==> config.mk <==
export PLATFORM = sky130hd
export DESIGN_NAME = fp_exec_unit
export DESIGN_NICKNAME = d
export VERILOG_FILES = /design/src/rtl/fp_exec_unit.sv
export SDC_FILE = /design/constraint.sdc
export NUM_CORES = 2
export LEC_CHECK = 0
export ABC_CLOCK_PERIOD_IN_PS = 13350
export CAP_MARGIN = 20
export CORE_ASPECT_RATIO = 0.6
export CORE_UTILIZATION = 40
export CTS_CLUSTER_SIZE = 8
export DETAILED_ROUTE_END_ITERATION = 12
export MAX_ROUTING_LAYER = met4
export REMOVE_ABC_BUFFERS = 1
export SYNTH_ARGS = -nofsm -noshare
export SYNTH_HDL_FRONTEND = slang
export SYNTH_SLANG_ARGS = --single-unit
==> constraint.sdc <==
create_clock -name clk -period 13.35 [get_ports clk]
set_input_delay 3.3375 -clock clk [delete_from_list [all_inputs] [get_ports clk]]
set_output_delay 3.3375 -clock clk [all_outputs]
set_load 0.005 [all_outputs]
==> src/rtl/fp_exec_unit.sv <==
// Multi-cycle IEEE-754 binary32 execute unit for the RV32 Execute stage.
// FADD/FSUB/FMUL take three cycles and FDIV is a one-bit-per-cycle restoring divide; all results are truncated.
module fp_exec_unit #(
  parameter int DIV_BITS = 25
) (
  input  logic        clk,
  input  logic        reset,
  input  logic        StartE,
  input  logic [1:0]  FpOpE,
  input  logic [31:0] SrcAE,
  input  logic [31:0] SrcBE,
  output logic        BusyE,
  output logic        DoneE,
  output logic [31:0] FpResultE
);

  typedef enum logic [1:0] {IDLE, EXEC, DIV, DONE} state_t;

  localparam logic [31:0] QNAN  = 32'h7FC0_0000;
  localparam logic [30:0] INF31 = 31'h7F80_0000;

  state_t                state, state_nxt;
  logic [1:0]            op;
  logic                  sign_a, sign_b;
  logic [7:0]            exp_a, exp_b;
  logic [23:0]           man_a, man_b;
  logic                  spec_hit;
  logic [31:0]           spec_val;
  logic [25:0]           rem;
  logic [DIV_BITS-1:0]   quo;
  logic [4:0]            cnt;

  // Launch-time unpack and special-case classification
  logic a_zero, a_inf, a_nan, b_zero, b_inf, b_nan, sb_eff, s_md;
  logic spec_hit_l;
  logic [31:0] spec_val_l;

  // NOTE: every combinational output gets a default first, so no path leaves it unassigned and no latch is inferred.
  always_comb begin
    a_zero     = (SrcAE[30:23] == 8'h00);
    a_inf      = (SrcAE[30:23] == 8'hFF) && (SrcAE[22:0] == 23'h0);
    a_nan      = (SrcAE[30:23] == 8'hFF) && (SrcAE[22:0] != 23'h0);
    b_zero     = (SrcBE[30:23] == 8'h00);
    b_inf      = (SrcBE[30:23] == 8'hFF) && (SrcBE[22:0] == 23'h0);
    b_nan      = (SrcBE[30:23] == 8'hFF) && (SrcBE[22:0] != 23'h0);
    sb_eff     = SrcBE[31] ^ (FpOpE == 2'b01);
    s_md       = SrcAE[31] ^ SrcBE[31];
    spec_hit_l = 1'b1;
    spec_val_l = QNAN;
    if (!(a_nan || b_nan)) begin
      case (FpOpE)
        2'b10: begin
          if ((a_zero && b_inf) || (a_inf && b_zero)) spec_val_l = QNAN;
          else if (a_inf || b_inf)                    spec_val_l = {s_md, INF31};
          else if (a_zero || b_zero)                  spec_val_l = {s_md, 31'h0};
          else                                        spec_hit_l = 1'b0;
        end
        2'b11: begin
          if ((a_zero && b_zero) || (a_inf && b_inf)) spec_val_l = QNAN;
          else if (a_inf || b_zero)                   spec_val_l = {s_md, INF31};
          else if (a_zero || b_inf)                   spec_val_l = {s_md, 31'h0};
          else                                        spec_hit_l = 1'b0;
        end
        default: begin
          if (a_inf && b_inf && (SrcAE[31] != sb_eff)) spec_val_l = QNAN;
          else if (a_inf)                              spec_val_l = {SrcAE[31], INF31};
          else if (b_inf)                              spec_val_l = {sb_eff, INF31};
          else                                         spec_hit_l = 1'b0;
        end
      endcase
    end
  end

  function automatic logic [31:0] pack(input logic s, input logic signed [9:0] e,
                                       input logic [22:0] f);
    if (e > 10'sd254)   return {s, 31'h7F7F_FFFF};
    else if (e < 10'sd1) return {s, 31'h0};
    else                 return {s, e[7:0], f};
  endfunction

  // Add/sub: align smaller operand with guard/round/sticky, then normalise by leading one
  logic               a_big, big_s, sml_s;
  logic [7:0]         big_e, sml_e, d;
  logic [23:0]        big_m, sml_m;
  logic [49:0]        sml_sh;
  logic [26:0]        sml_al;
  logic [27:0]        sum;
  logic [4:0]         lead;
  logic signed [9:0]  add_e;
  logic [31:0]        add_res;

  always_comb begin
    a_big  = {exp_a, man_a} >= {exp_b, man_b};
    big_s  = a_big ? sign_a : sign_b;
    sml_s  = a_big ? sign_b : sign_a;
    big_e  = a_big ? exp_a : exp_b;
    sml_e  = a_big ? exp_b : exp_a;
    big_m  = a_big ? man_a : man_b;
    sml_m  = a_big ? man_b : man_a;
    d      = big_e - sml_e;
    sml_sh = {sml_m, 26'h0} >> d;
    if (d > 8'd26) sml_al = {26'h0, |sml_m};
    else           sml_al = {sml_sh[49:24], |sml_sh[23:0]};
    if (big_s == sml_s) sum = {1'b0, big_m, 3'b000} + {1'b0, sml_al};
    else                sum = {1'b0, big_m, 3'b000} - {1'b0, sml_al};
    lead = 5'd0;
    for (int i = 0; i < 28; i++) if (sum[i]) lead = 5'(i);
    add_e = 10'(big_e) + 10'(lead) - 10'd26;
    if (sum == 28'h0) add_res = {(big_s == sml_s) ? big_s : 1'b0, 31'h0};
    else              add_res = pack(big_s, add_e, 23'((sum << (5'd27 - lead)) >> 4));
  end

  // Multiply: 48-bit significand product, leading one at bit 47 or 46
  logic [47:0]       prod;
  logic signed [9:0] mul_e;
  logic [31:0]       mul_res;

  always_comb begin
    prod    = man_a * man_b;
    mul_e   = 10'(exp_a) + 10'(exp_b) - 10'd127 + 10'(prod[47]);
    mul_res = pack(sign_a ^ sign_b, mul_e, prod[47] ? 23'(prod >> 24) : 23'(prod >> 23));
  end

  // Divide: one restoring step per DIV cycle; final quotient in [0.5, 2)
  logic                ge;
  logic [25:0]         rem_nxt;
  logic [DIV_BITS-1:0] quo_nxt;
  logic signed [9:0]   div_e;
  logic [31:0]         div_res;

  always_comb begin
    ge      = rem >= {2'b00, man_b};
    rem_nxt = (ge ? rem - {2'b00, man_b} : rem) << 1;
    quo_nxt = {quo[DIV_BITS-2:0], ge};
    div_e   = 10'(exp_a) - 10'(exp_b) + 10'd126 + 10'(quo_nxt[DIV_BITS-1]);
    div_res = pack(sign_a ^ sign_b, div_e,
                   quo_nxt[DIV_BITS-1] ? 23'(quo_nxt >> (DIV_BITS - 24)) : 23'(quo_nxt >> (DIV_BITS - 25)));
  end

  logic [31:0] res;

  always_comb begin
    case (op)
      2'b10:   res = mul_res;
      2'b11:   res = div_res;
      default: res = add_res;
    endcase
    if (spec_hit) res = spec_val;
  end

  always_comb begin
    state_nxt = state;
    case (state)
      IDLE: if (StartE) state_nxt = (FpOpE == 2'b11) ? DIV : EXEC;
      EXEC: state_nxt = DONE;
      DIV:  if (cnt == 5'(DIV_BITS - 1)) state_nxt = DONE;
      DONE: state_nxt = IDLE;
      default: state_nxt = IDLE;
    endcase
  end

  assign BusyE = (state == EXEC) || (state == DIV) || ((state == IDLE) && StartE);
  assign DoneE = (state == DONE);

  // NOTE: sequential state uses non-blocking assignments so every register samples pre-edge values.
  always_ff @(posedge clk or posedge reset) begin
    if (reset) begin
      state     <= IDLE;
      op        <= 2'b00;
      sign_a    <= 1'b0;
      sign_b    <= 1'b0;
      exp_a     <= 8'h0;
      exp_b     <= 8'h0;
      man_a     <= 24'h0;
      man_b     <= 24'h0;
      spec_hit  <= 1'b0;
      spec_val  <= 32'h0;
      rem       <= 26'h0;
      quo       <= '0;
      cnt       <= 5'd0;
      FpResultE <= 32'h0;
    end else begin
      state <= state_nxt;
      if ((state == IDLE) && StartE) begin
        op       <= FpOpE;
        sign_a   <= SrcAE[31];
        sign_b   <= sb_eff;
        exp_a    <= a_zero ? 8'h0 : SrcAE[30:23];
        exp_b    <= b_zero ? 8'h0 : SrcBE[30:23];
        man_a    <= a_zero ? 24'h0 : {1'b1, SrcAE[22:0]};
        man_b    <= b_zero ? 24'h0 : {1'b1, SrcBE[22:0]};
        spec_hit <= spec_hit_l;
        spec_val <= spec_val_l;
        rem      <= a_zero ? 26'h0 : {3'b001, SrcAE[22:0]};
        quo      <= '0;
        cnt      <= 5'd0;
      end
      if (state == DIV) begin
        rem <= rem_nxt;
        quo <= quo_nxt;
        cnt <= cnt + 5'd1;
      end
      if ((state_nxt == DONE) && (state != DONE)) FpResultE <= res;
    end
  end

endmodule

### After elaboration in Yosys (flattened, before gate mapping)

Index checks and enable logic that the tools add are counted.
Widths: inputs -> output; s select.

| cells by class | value |
|---|---|
| add/sub/neg operators | 14 |
| $mul | 1 |
| $lt $le $gt $ge | 9 |
| equality and inequality tests | 15 |
| shift-type cells | 2 |
| mux-type cells | 85 |
| bitwise gates (word level) | 3 |
| reduce and logical (&&, ||, !) cells | 31 |

Operator list:

| cell | number |
|---|---|
| $mux 32 | 12 |
| $mux 31 | 6 |
| $mux 24 | 7 |
| $mux 5 | 28 |
| $pmux 32 s2 | 2 |
| $mux 26 | 2 |
| $shr 50x8->50 | 1 |
| $mul 24x24->48 | 1 |
| $reduce_or 24->1 | 2 |
| $logic_not 23->1 | 2 |
| $mux 23 | 2 |
| $reduce_bool 23->1 | 2 |
| $ge 32x32->1 | 1 |
| $mux 8 | 4 |
| $gt 10x9->1 const B | 3 |
| $lt 10x2->1 const B | 3 |
| $add 27x27->28 | 1 |
| $logic_not 28->1 | 1 |
| $mux 28 | 1 |
| $shl 28x5->27 | 1 |
| $sub 27x27->28 | 1 |
| $mux 27 | 1 |
| $ge 26x24->1 | 1 |
| $mux 25 | 1 |
| other kinds (29) | 74 |

| word-level totals | value |
|---|---|
| register bits | 190 |
| input bits | 69 |
| output and inout bits | 34 |
| logic and storage cells | 174 |

### Longest topological paths before layout

| depth | value |
|---|---|
| word-level depth | 43 |
| mapped depth | 76 |
| gate-level depth less buffers | 64 |

### Worst setup path after synthesis

Ideal clock, no wire load.

| timing path | value |
|---|---|
| path kind | reg2reg |
| from | register man_a[0] |
| to | register FpResultE[16] |
| setup time | 0.095 ns |
| arrival | 13.391 ns |
| setup slack | -0.136 ns |
| cell stages (with the launch flop) | 74 |
| clock period less this slack | 13.486 ns |
| cells stage by stage | dfrtp_1 -> clkbuf_1 -> inv_1 -> clkbuf_1 -> clkbuf_1 -> ha_1 -> nand2b_4 -> a2111oi_2 -> o31ai_1 -> o311ai_4 -> nand2_2 -> buf_2 -> clkbuf_1 -> clkbuf_1 -> clkbuf_1 -> nor2_1 -> nor2_1 -> ha_1 -> [... 38 more ...] -> inv_1 -> ha_1 -> inv_1 -> fa_1 -> inv_1 -> a21oi_1 -> o21bai_1 -> a21oi_1 -> o21bai_1 -> xor2_1 -> nor3_1 -> a31o_2 -> clkbuf_1 -> nor2_1 -> o211ai_1 -> a31o_2 -> o21a_1 -> o31ai_1 |

| between the ends | value |
|---|---|
| longest elaborated chain between the ends | 43 |

RTL lines:

| what | RTL line | text |
|---|---|---|
| start: declaration | 26 | `logic [23:0] man_a, man_b;` |
| start signal: assignment | 190 | `man_a <= a_zero ? 24'h0 : {1'b1, SrcAE[22:0]};` |
| $ge 32x32->1 | 93 | `a_big = {exp_a, man_a} >= {exp_b, man_b};` |
| $mux 8 (on tied branches) | 96, 97 |  |
| $sub 8x8->8 | 100 | `d = big_e - sml_e;` |
| $shr 50x8->50 | 101 | `sml_sh = {sml_m, 26'h0} >> d;` |
| $reduce_or 24->1 | 103 | `else sml_al = {sml_sh[49:24], \|sml_sh[23:0]};` |
| $mux 27 | 102 | `if (d > 8'd26) sml_al = {26'h0, \|sml_m};` |
| $sub 27x27->28 / $add 27x27->28 (equally long branches) | 105, 104 |  |
| $mux 28 | 104 | `if (big_s == sml_s) sum = {1'b0, big_m, 3'b000} + {1'b0, sml_al};` |
| [... 27 more ...] | n/a |  |
| $add 8x5->9 | 108 | `add_e = 10'(big_e) + 10'(lead) - 10'd26;` |
| $sub 9x5->10 | 108 |  |
| $lt 10x2->1 | 77 | `else if (e < 10'sd1) return {s, 31'h0};` |
| $mux 31 | 77 |  |
| $mux 31 | 76 | `if (e > 10'sd254) return {s, 31'h7F7F_FFFF};` |
| $mux 32 | 109 | `if (sum == 28'h0) add_res = {(big_s == sml_s) ? big_s : 1'b0, 31'h0};` |
| $pmux 32 s2 (*) | 143 | `case (op)` |
| $mux 32 (*) | 148 | `if (spec_hit) res = spec_val;` |
| end signal: assignment | 203 | `if ((state_nxt == DONE) && (state != DONE)) FpResultE <= res;` |
| end: declaration | 14 | `output logic [31:0] FpResultE` |

Mark *: on every way between the ends. The rest lies on a longest branch, timed or not.
A chain may end at the register's enable or synchronous reset.

### Worst setup path in the final report

| timing path | value |
|---|---|
| from | register man_a[10] |
| to | register FpResultE[17] |

Same word-level chain as after synthesis.

==> summary.txt <==
status: completed
share of post-route cells with drive strength above 1: 7.32%
final worst slack: 0.741 ns
Syn Inst Count: 4681
hold buffers post-CTS: 0
Die X: 398 µm
vias post-DR: 34900
Seq cells post-synth: 161
top post-synthesis cells by area: fa_1 26%, ha_1 11%, dfrtp_1 11%
CP endpoint kind: register
clock root cell: clkbuf_16
worst slew pin tran: 0.999 ns
RePlAce Congestion: 1.04
initial antenna violation count: 2
CTS buffer count: 17
Mean Syn Cell Area: 8.03 µm²
worst setup path class: reg2reg
slew margin rel.: 33.4%
Slowest-stage cell, CP: fa_1
Synth area leader: fa_1
vias in the first global route: 33900
clock latency at the later pin of the worst-skew pair: 0.50 ns
Final Max Slew Viols: 0
synth unique cells: 109
min Tclk post-route: 12.61 ns
Worst Path Arrival: 13.01 ns
CP most frequent cell: fa_1
Final #Nets: 5597
Synth Cell Area: 37600 µm²
most frequent cells in the layout: 757 x nand2_1, 653 x inv_1, 486 x fa_1, 338 x ha_1, 248 x nor2_1
Die Height: 239 µm
CTS tree: built
fin crit share: 94.5%
commonest non-fill, non-tap cell in the layout: nand2_1
wire per inst: 23.9 µm
Setup-failing EPs final: 0
global route total overflow: 0
starting density of the core: 40.7%
crit path launch type: register
Top delay family on crit path: adder cells
Final Skew: 0.0240 ns
MaxCap Viol Count: 0
IO Pins: 103
Die ar.: 95300 µm²
YS warnings: 0
worst path buffer plus inverter count: 8
Placement Setup Slack: 0.641 ns
Synth top area share: 25.9%
fmax: 79.3 MHz
Detail Placement HPWL: 111000 µm
vias per std cell: 5.86
crit-path max FO: 30
# H-tree levels: 4
EDFF count, synth: 0
DR pass1 iterations: 6
drt total wl: 142000 µm
# DRC: 0
Sink Count: 161
Worst EP required: 13.75 ns
Hold WC Path Type: reg2reg
Worst-path clk slew: 0.08 ns
Max clock buf depth: 2
antenna-violating nets left: 0
ys async rst share: 100%
core box area: 92400 µm²
global-route wire length before repair: 219000 µm
initial DRC count: 4269
PortBufs: 102
sequential area share after synthesis: 10.7%
GRT Total Usage: 31.2%
ys flop type: dfrtp_1
placement row count: 86
Layout area overhead: 9.61%
Critical Path Max Stage Delay: 0.58 ns
Final Hold Fails: 0
largest net degree at the start of global routing: 100
-- metal layers --
layer	share of wire [%]	track usage (%)	up-vias
li1	-	-	15500
met1	48	47.9	17200
met2	38	40.5	2007
met3	12	7.22	155
met4	2.0	6.42	0
met5	0	-	-
-- flip-flops by register name, indices dropped and copies added (netlist names) --
| signal | count |
|---|---|
| spec_hit | 1 |
| sign_a | 1 |
| man_a | 24 |
| quo | 24 |
| exp_b | 8 |
| state | 2 |
| rem | 26 |
| op | 2 |
| sign_b | 1 |
| spec_val | 3 |
| FpResultE | 32 |
| exp_a | 8 |
| man_b | 24 |
| cnt | 5 |
-- per-stage QoR --
| step | std cells | cell area, µm² | hold slack, ns | util [%] | TNS [ns] |
|---|---|---|---|---|---|
| after global placement | 5914 | 40500 | 0.465 | 43.8 | 0 |
| after detailed placement | 5914 | 40500 | 0.473 | 43.8 | 0 |
| after CTS | 5946 | 41100 | 0.488 | 44.5 | 0 |
| final | 5948 | 41200 | 0.483 | 44.6 | 0 |
| after floorplan | 4390 | 36400 | 0.448 | - | -12.98 |
| after global routing | 5947 | 41200 | 0.494 | 44.6 | -0.00366 |
-- logic make-up after synthesis --
| group | count (synthesis) | share of synthesized area, % |
|---|---|---|
| DFF | 161 | 10.7 |
| and+or+nand+nor | 1527 | 18.6 |
| adders and majority gates | 826 | 37.2 |
| xor gates and xnor gates | 95 | 2.23 |
| AOI/OAI and AO/OA | 978 | 17.3 |
| buffers and inverters | 953 | 9.67 |
| muxes | 141 | 4.27 |
-- worst paths after layout --
path | start | end | slack, ns | cells after the start
worst max-delay path | man_a[10]$_DFFE_PP0P_ | FpResultE[17]$_DFFE_PP0P_ | 0.74 | 51
worst min-delay path | cnt[4]$_DFFE_PP0P_ | cnt[4]$_DFFE_PP0P_ | 0.48 | 1
worst max register to register | man_a[10]$_DFFE_PP0P_ | FpResultE[17]$_DFFE_PP0P_ | 0.74 | 51
worst min register to register | cnt[4]$_DFFE_PP0P_ | cnt[4]$_DFFE_PP0P_ | 0.48 | 1
max in group asynchronous | reset | rem[8]$_DFFE_PP0P_ | 8.36 | 3
min in group asynchronous | reset | FpResultE[31]$_DFFE_PP0P_ | 3.45 | 2
-- synthesized netlist by cell type, types with 20 or more instances --
| cell type | n |
|---|---|
| nor4_1 | 33 |
| fa_1 | 486 |
| inv_1 | 655 |
| nand4_1 | 33 |
| o211ai_1 | 35 |
| o31ai_1 | 28 |
| nand3_1 | 53 |
| mux2i_1 | 99 |
| or3_1 | 26 |
| and2_1 | 187 |
| nor2_1 | 250 |
| o21bai_1 | 22 |
| a21oi_1 | 221 |
| o21ai_0 | 247 |
| xor2_1 | 22 |
| ha_1 | 340 |
| a211oi_1 | 32 |
| nor2b_1 | 27 |
| a21o_1 | 59 |
| a22o_1 | 24 |
| o21a_1 | 21 |
| a31oi_1 | 20 |
| a221oi_1 | 32 |
| nand2_1 | 758 |
| nor3_1 | 53 |
| clkbuf_1 | 258 |
| o22ai_1 | 38 |
| mux2_2 | 27 |
| nand2b_1 | 23 |
| dfrtp_1 | 161 |
| xnor2_1 | 72 |
-- worst reg2reg max path: cells and delay by family, from the launching register on --
| kind | cells | cell delay (ns) |
|---|---|---|
| fa+ha+maj | 11 | 4.60 |
| flops | 1 | 0.37 |
| compound gates | 22 | 4.33 |
| buf+inv | 8 | 1.25 |
| simple gates | 8 | 1.55 |
| xor+xnor | 2 | 0.41 |
-- cell type report --
type                       count  area (µm²)
timing repair buffer         293        2500
multi-input combinational   3567       30000
sequential                   161        4030
tap                         1232        1540
inverter                     662        2500
clock inverter                15         180
clock buffer                  17         425
fill                        9294       51200
antenna                        1        2.50
-- what timing repair did --
item / in CTS / in global routing
setup endpoints to repair: 0 / 19
resized for setup: 0 / 22
endpoints found under the hold margin: 0 / 0
setup buffers: 0 / 1
Power is left out: the tool's default activity adds up to more than one toggle a clock period on the data nets, which glitch-free logic cannot reach.
